`config.mk`:
```
export PLATFORM = sky130hd
export DESIGN_NAME = ram512_block_engine
export DESIGN_NICKNAME = d
export VERILOG_FILES = /design/src/rtl/ram512_pkg.sv /design/src/rtl/ram512_addr_gen.sv /design/src/rtl/ram512_block_engine.sv
export SDC_FILE = /design/constraint.sdc
export NUM_CORES = 1
export LEC_CHECK = 0
export CORE_ASPECT_RATIO = 1.2
export CORE_MARGIN = 3
export CORE_UTILIZATION = 48
export DETAILED_ROUTE_END_ITERATION = 7
export GPL_ROUTABILITY_DRIVEN = 0
export PLACE_DENSITY = 0.8
export SYNTH_ARGS = -nofsm -noshare
export SYNTH_HDL_FRONTEND = slang
export SYNTH_HIERARCHICAL = 1
export SYNTH_SLANG_ARGS = --single-unit
export TNS_END_PERCENT = 10
```
`constraint.sdc`:
```
create_clock -name clk -period 3.52 [get_ports clk]
set_clock_uncertainty 0.1 [all_clocks]
set_input_delay 0.704 -clock clk [delete_from_list [all_inputs] [get_ports clk]]
set_output_delay 0.704 -clock clk [all_outputs]
set_load 0.05 [all_outputs]
```
`src/rtl/ram512_pkg.sv`:
```
// Shared types and constants for the ram512 block engine.
// Widths, op codes, FSM states and the length clip helper.
package ram512_pkg;

  localparam int ADDR_W    = 9;
  localparam int DATA_W    = 16;
  localparam int LEN_W     = ADDR_W + 1;
  localparam int RAM_DEPTH = 512;

  typedef enum logic [1:0] {
    OP_FILL     = 2'b00,
    OP_COPY     = 2'b01,
    OP_CHECK    = 2'b10,
    OP_FILL_INC = 2'b11
  } op_e;

  typedef enum logic [1:0] {
    ST_IDLE = 2'b00,
    ST_RD   = 2'b01,
    ST_WR   = 2'b10,
    ST_DONE = 2'b11
  } state_e;

  function automatic logic [LEN_W-1:0] clip_len(
    input logic [LEN_W-1:0] l
  );
    if (l > LEN_W'(RAM_DEPTH)) begin
      return LEN_W'(RAM_DEPTH);
    end
    return l;
  endfunction

endpackage

```
`src/rtl/ram512_addr_gen.sv`:
```
// Word index counter plus wrapping base+index address and last-word flag.
// Ports: clk, rst_n, clr, inc, base, len -> addr, idx, last.
module ram512_addr_gen
  import ram512_pkg::*;
(
  input  logic              clk,
  input  logic              rst_n,
  input  logic              clr,
  input  logic              inc,
  input  logic [ADDR_W-1:0] base,
  input  logic [LEN_W-1:0]  len,
  output logic [ADDR_W-1:0] addr,
  output logic [LEN_W-1:0]  idx,
  output logic              last
);

  always_ff @(posedge clk or negedge rst_n) begin
    if (!rst_n) begin
      idx <= '0;
    end else if (clr) begin
      idx <= '0;
    end else if (inc) begin
      idx <= idx + LEN_W'(1);
    end
  end

  // ADDR_W-bit sum wraps past 511 back to 0.
  assign addr = base + idx[ADDR_W-1:0];
  assign last = (idx == len - LEN_W'(1));

endmodule

```
`src/rtl/ram512_block_engine.sv`:
```
// Block command engine (FILL/FILL_INC/COPY/CHECK) mastering a ram512 port.
// Ports: start/op/src/dst/len/pattern in; busy/done/err_count/first_err_addr
// status out; mem_address/mem_wdata/mem_we out, mem_rdata in.
module ram512_block_engine
  import ram512_pkg::*;
(
  input  logic              clk,
  input  logic              rst_n,
  input  logic              start,
  input  logic [1:0]        op,
  input  logic [ADDR_W-1:0] src,
  input  logic [ADDR_W-1:0] dst,
  input  logic [LEN_W-1:0]  len,
  input  logic [DATA_W-1:0] pattern,
  output logic              busy,
  output logic              done,
  output logic [LEN_W-1:0]  err_count,
  output logic [ADDR_W-1:0] first_err_addr,
  output logic [ADDR_W-1:0] mem_address,
  output logic [DATA_W-1:0] mem_wdata,
  output logic              mem_we,
  input  logic [DATA_W-1:0] mem_rdata
);

  state_e            state;
  op_e               op_q;
  logic [ADDR_W-1:0] src_q;
  logic [ADDR_W-1:0] dst_q;
  logic [LEN_W-1:0]  len_q;
  logic [DATA_W-1:0] pat_q;
  logic [DATA_W-1:0] hold_q;

  logic [ADDR_W-1:0] addr;
  logic [LEN_W-1:0]  idx;
  logic              last;
  logic              inc;
  logic [LEN_W-1:0]  len_c;

  assign len_c = clip_len(len);

  // COPY advances the index only after its write half.
  assign inc = (state == ST_WR) ||
               (state == ST_RD && op_q == OP_CHECK);

  ram512_addr_gen u_gen (
    .clk   (clk),
    .rst_n (rst_n),
    .clr   (state == ST_IDLE),
    .inc   (inc),
    .base  ((state == ST_WR) ? dst_q : src_q),
    .len   (len_q),
    .addr  (addr),
    .idx   (idx),
    .last  (last)
  );

  always_ff @(posedge clk or negedge rst_n) begin
    if (!rst_n) begin
      state          <= ST_IDLE;
      op_q           <= OP_FILL;
      src_q          <= '0;
      dst_q          <= '0;
      len_q          <= '0;
      pat_q          <= '0;
      hold_q         <= '0;
      busy           <= 1'b0;
      done           <= 1'b0;
      err_count      <= '0;
      first_err_addr <= '0;
    end else begin
      unique case (state)
        ST_IDLE: begin
          if (start) begin
            op_q           <= op_e'(op);
            src_q          <= src;
            dst_q          <= dst;
            len_q          <= len_c;
            pat_q          <= pattern;
            err_count      <= '0;
            first_err_addr <= '0;
            if (len_c == '0) begin
              state <= ST_DONE;
              done  <= 1'b1;
            end else begin
              busy <= 1'b1;
              if (op_e'(op) == OP_FILL ||
                  op_e'(op) == OP_FILL_INC) begin
                state <= ST_WR;
              end else begin
                state <= ST_RD;
              end
            end
          end
        end
        ST_RD: begin
          if (op_q == OP_CHECK) begin
            if (mem_rdata != pat_q) begin
              if (err_count != LEN_W'(RAM_DEPTH)) begin
                err_count <= err_count + LEN_W'(1);
              end
              if (err_count == '0) begin
                first_err_addr <= addr;
              end
            end
            if (last) begin
              state <= ST_DONE;
              done  <= 1'b1;
              busy  <= 1'b0;
            end
          end else begin
            hold_q <= mem_rdata;
            state  <= ST_WR;
          end
        end
        ST_WR: begin
          if (last) begin
            state <= ST_DONE;
            done  <= 1'b1;
            busy  <= 1'b0;
          end else if (op_q == OP_COPY) begin
            state <= ST_RD;
          end
        end
        ST_DONE: begin
          done  <= 1'b0;
          state <= ST_IDLE;
        end
      endcase
    end
  end

  always_comb begin
    mem_we      = (state == ST_WR);
    mem_address = '0;
    mem_wdata   = '0;
    if (state == ST_RD || state == ST_WR) begin
      mem_address = addr;
    end
    if (state == ST_WR) begin
      unique case (1'b1)
        op_q == OP_COPY:     mem_wdata = hold_q;
        op_q == OP_FILL_INC: mem_wdata = pat_q + DATA_W'(idx);
        default:             mem_wdata = pat_q;
      endcase
    end
  end

endmodule

```
[After elaboration in Yosys (flattened, before gate mapping)]
Cells that the tools add are included.
W data, S select, Z words.
Storage, ports and cells
  register bits after elaboration: 95
  input bits: 65
  logic and storage cells: 93
Operators by class
  add/sub/neg operators: 5
  $lt $le $gt $ge: 1
  equality and inequality tests: 19
  mux-type cells: 37
  bitwise operators: 1
  reductions and logical operators: 18
Operator list (count)
  $mux W10: 8
  $mux W9: 6
  $pmux W16 S2: 1
  $add A10 B1 Y10 const B: 2
  $logic_not A10 Y1: 2
  $pmux W10 S2: 1
  $pmux W9 S2: 1
  $add A16 B10 Y16: 1
  $mux W16: 1
  $ne A16 B16 Y1: 1
  $mux W2: 7
  $ne A2 B2 Y1 const B: 7
  $eq A10 B10 Y1: 1
  $eq A2 B2 Y1 const B: 5
  $gt A10 B10 Y1 const B: 1
  $ne A10 B10 Y1 const B: 1
  $reduce_and A5 Y1: 2
  $sub A10 B1 Y10 const B: 1
  $add A9 B9 Y9: 1
  $mux W1: 9
  $pmux W2 S4: 1
  $reduce_and A3 Y1: 2
  $eq A2 B1 Y1 const B: 2
  $logic_not A2 Y1: 2
  other kinds (11): 15

[Longest topological paths before layout]
  depth in word-level cells: 7
  gate-level depth with buffers: 12

[Hierarchy]
Netlist, hierarchy kept.
Modules (own cells, without submodules)
  ram512_block_engine: instances 1, cells an instance 460, area each 4850.9 sq um
  ram512_addr_gen: instances 1, cells an instance 132, area each 1112.3 sq um

[Worst setup path before layout]
OpenSTA, ideal clock, no wires.
  path type: reg-to-output
  start point: register state[0]
  end point: output port mem_address[8]
  arrival: 3.674 ns
  data required time: 2.716 ns
  slack: -0.958 ns
  stages on the path, launching flop included: 13
  buffers on the path: 1
  cell sequence: dfrtp_1 inv_1 ha_1 clkbuf_1 mux2_2 ha_1 fa_1 a21o_1 a211oi_1 nor2_1 o41ai_1 xnor2_1 and2_1
On the way
  longest elaborated chain between the ends: 4
  elaborated cells on any way between the ends: 6
  classes of those cells: add/sub (1); eq/ne (2); mux (2); reduce/logical (1)
RTL lines
  from (decl): line ram512_block_engine.sv:25  | state_e state;
  from (signal assigned): line ram512_block_engine.sv:59  | state <= ST_IDLE;
  from (signal assigned): line ram512_block_engine.sv:82  | state <= ST_DONE;
  from (signal assigned): line ram512_block_engine.sv:88  | state <= ST_WR;
  $eq A2 B2 Y1
  named net mem_we: line ram512_block_engine.sv:21  | output logic mem_we,
  $mux W9: line ram512_block_engine.sv:50  | .base ((state == ST_WR) ? dst_q : src_q),
  $add A9 B9 Y9: line ram512_addr_gen.sv:28  | assign addr = base + idx[ADDR_W-1:0];
  named net addr[8]: line ram512_block_engine.sv:33  | logic [ADDR_W-1:0] addr;
  $mux W9: line ram512_block_engine.sv:136  | if (state == ST_RD || state == ST_WR) begin
  to (decl): line ram512_block_engine.sv:19  | output logic [ADDR_W-1:0] mem_address,
The timed path passes the listed nets, and every way through them passes these cells.

[Final worst setup path]
  start point: register state[0]
  end point: output port mem_address[7]
On the way
  longest elaborated chain between the ends: 4
  elaborated cells on any way between the ends: 6
  classes of those cells: add/sub (1); eq/ne (2); mux (2); reduce/logical (1)
RTL lines (line)
  $eq A2 B2 Y1: ram512_block_engine.sv:50
  $mux W9: ram512_block_engine.sv:50
  $add A9 B9 Y9: ram512_addr_gen.sv:28
  named net addr[7]: ram512_block_engine.sv:33
  $mux W9: ram512_block_engine.sv:136
The timed path passes the listed nets, and every way through them passes these cells.

==> summary.md <==
| Metric | Value |
|---|---|
| Status | finished with violations |
| Failing checks | negative setup slack |
| Mapped Cells | 592 |
| Final ANT Viol Nets | 0 |
| Sequential share of power | 0.246 |
| Int Power | 0.004501 W |
| Vias per inst | 5.866 |
| First-pass DRT Iterations | 5 |
| WL final | 16.40 mm |
| Vias in the first global route | 5,316 |
| Number of diodes | 0 |
| Delay-heaviest family, CP | compound AO/OA/AOI/OAI gates |
| Max-Slew Margin vs Limit | 0.4697 |
| CP bufs+invs | 3 |
| CP Class | reg2out |
| Routed vias | 5,197 |
| Part of the Yosys area used for sequential elements | 0.3987 |
| CP max stage cell | o41ai_2 |
| Max H-tree Level | 3 |
| Reg-to-reg startpoint | state[0] |
| Max Buffers Root-to-Sink | 2 |
| Final hold viol count | 0 |
| CP endpoint kind | primary output |
| Sink Count | 95 |
| Die area | 13,800 sq um |
| CTS root buffer | clkbuf_16 |
| Util after Layout | 0.6830 |
| RSZ-0062 raised after global routing | yes |
| P_sw | 0.003615 W |
| First-pass GRT wire length | 26.66 mm |
| FP Rows | 43 |
| Gate power share | 0.621 |
| Synth area leader | dfrtp_1 |
| HP Class | in2async |
| Die Width | 107.8 um |
| Post-synth top area share | 0.3987 |
| FF+latch count, synth | 95 |
| Final Non-Filler Cells | 886 |
| DR WL/cell | 18.51 um |
| Setup ws final | -0.4788 ns |
| Dpl ws | -0.07481 ns |
| Top cells by count, synth | dfrtp_1, mux2_2, xnor2_1, nor2_1 |
| All-Layer GR Usage | 0.2414 |
| YS warnings | 6 |
| Number of synthesized flops with an enable pin | 0 |
| Lkg Pwr | 3.357 nW |
| Worst Max-Slew Pin Slew | 0.7955 ns |
| Cts hold-fix bufs | 0 |
| Pin count of the biggest net entering global routing | 63 |
| Asr flop ratio synth | 1.000 |
| Final Cycle Share | 1.136 |
| P per Cell Area | 1004 nW/um^2 |
| Worst-path cell chain | inv_2, ha_4, buf_4, mux2_4, ha_1, a21o_1, a211oi_2, nor2_2, o41ai_2, xnor2_1, and2_4, buf_12 |
| Clock network power share | 0.133 |
| Crit. path cell count | 12 |
| Final Critical Period | 3.999 ns |
| Yosys cell types | 61 |
| Area contributors post-synth | dfrtp_1, mux2_2, ha_1 |
| Worst-Skew Late Latency | 0.35 ns |
| DR iter-0 viols | 275 |
| Required time of the critical path | 2.72 ns |
| Worst path max stage delay | 0.41 ns |
| I/O Buffers | 111 |
| Worst-case vdd ir drop | 0.6166 mV |
| Ratio of cells with drive above 1 in the final layout | 0.2401 |
| MaxCap Viol Count | 0 |
| Initial antenna violation count | 0 |
| Startpoint types | flop |
| TritonCTS buffer count | 9 |
| Max-slew violations | 0 |
| CTS tree | built |
| Reg clk slew, reported paths | 0.07 ns |
| Top-count cell post-synth | dfrtp_1 |
| DPL Wire Length | 12.06 mm |
| Core Area | 11,840 sq um |
| Synthesized area | 5963 sq um |
| Synth-to-layout area growth | 35.56% |
| CP max FO | 3 |
| I/O Pins | 112 |
| Nets | 818 |
| Maximum operating frequency | 250.1 MHz |
| Net switching fraction of the power | 0.4454 |
| Net Count, Synth | 686 |
| Chip Height | 128.1 um |
| GRT Residual Overflow | 0 |
| Mean post-synth cell area | 10.07 sq um |
| Count of final setup violators | 10 |
| Ys flop type | dfrtp_1 |
| Starting Density | 0.5038 |
| R2R Path End | first_err_addr[8] |
| Drc violations | 0 |
| Post-Place Cells | 864 |
| Worst r2r path cells | 13 |
| Reg2reg setup slack | 0.44 ns |
| Crit path DAT | 3.19 ns |
worst max-delay path by stage:
stage | startpoint | to | slack (ns)
floorplan | state[0] | mem_address[8] | -0.25
global placement | state[0] | mem_address[8] | -0.002
detailed placement | state[0] | mem_address[8] | -0.07
CTS | state[0] | mem_address[8] | -0.48
global route | state[0] | mem_address[8] | -0.54
finish | state[0] | mem_address[7] | -0.48
stage by stage:
step,power (W),area [sq um],TNS [ns],hold WS [ns]
final,0.008117,8084,-2.416,0.3347
after detailed placement,0.006808,7615,-0.1422,0.3852
after global routing,0.008561,8084,-3.770,0.4007
after floorplan,0.005105,5997,-1.029,0.3084
after global placement,0.006636,7615,-0.002089,0.3840
after CTS,0.008013,8041,-2.171,0.3698
area by class of cell:
type,instances,area (sq um)
fillers,856,3752
multi-input cells,449,3515
flip-flops and latches,95,2377
repair buffers,147,1582
clock buffers,10,239.0
well taps,157,196.4
clock inverters,6,90.09
inverters,22,85.08
routing by layer:
metal  share of wire  global-route usage  vias up
li1                -                   -     2427
met1            0.40              0.2943     2546
met2            0.52              0.4316      194
met3           0.058             0.03275       30
met4           0.022             0.08990        0
met5               0                   0        -
placed cells by master, fill, tap and decap left out, types with 3 or more instances in the layout:
master           count
nand3_1             15
nor4_1               5
dfrtp_1             95
a31oi_1              5
nand2b_1             7
clkdlybuf4s50_1     86
ha_1                24
buf_12              21
o21ai_0             33
a21oi_1             33
buf_4               40
inv_1               20
a22o_1              13
mux2i_1              9
o2111ai_1            3
mux2_2              61
xor2_1              12
nor3_1              10
a211oi_1             4
or4_1                3
xnor2_1             36
or3_1               15
a32oi_1              3
nand2_1             29
nor2b_1              8
clkbuf_16            9
a211oi_2             3
nor2_1              33
nand4_1             13
and2_1               7
o211ai_1             5
a21o_1               4
power by group through the flow:
| stage | clock network, W | logic, W | registers, W |
|---|---|---|---|
| 6_report | 0.00108 | 0.00504 | 0.00200 |
| 5_1_grt | 0.00114 | 0.00537 | 0.00205 |
| 4_1_cts | 0.00109 | 0.00494 | 0.00198 |
| 3_5_place_dp | 0 | 0.00481 | 0.00200 |
| 3_3_place_gp | 0 | 0.00468 | 0.00196 |
| 2_1_floorplan | 0 | 0.00309 | 0.00201 |
cell families after synthesis:
group | Yosys count | share of synthesized area
buffers and inverters | 48 | 0.03231
and+or+nand+nor | 166 | 0.1486
adders and majority gates | 29 | 0.06337
DFF | 95 | 0.3987
AOI/OAI and AO/OA | 134 | 0.1525
xor gates and xnor gates | 48 | 0.07050
muxes | 72 | 0.1341
flip-flops by register name (all words and copies together), names as in the netlist:
| signal | cells |
|---|---|
| done | 1 |
| hold_q | 16 |
| src_q | 9 |
| op_q | 2 |
| len_q | 10 |
| err_count | 10 |
| state | 2 |
| dst_q | 9 |
| pat_q | 16 |
| first_err_addr | 9 |
| u_gen/idx | 10 |
| busy | 1 |
timing repair:
item / in CTS / in global routing
setup endpoints to repair: 13 / 15
resized for setup: 15 / 6
setup buffers: 3 / 3
pin swaps: 10 / 9
Note: power is estimated with default switching activity, not from simulation.
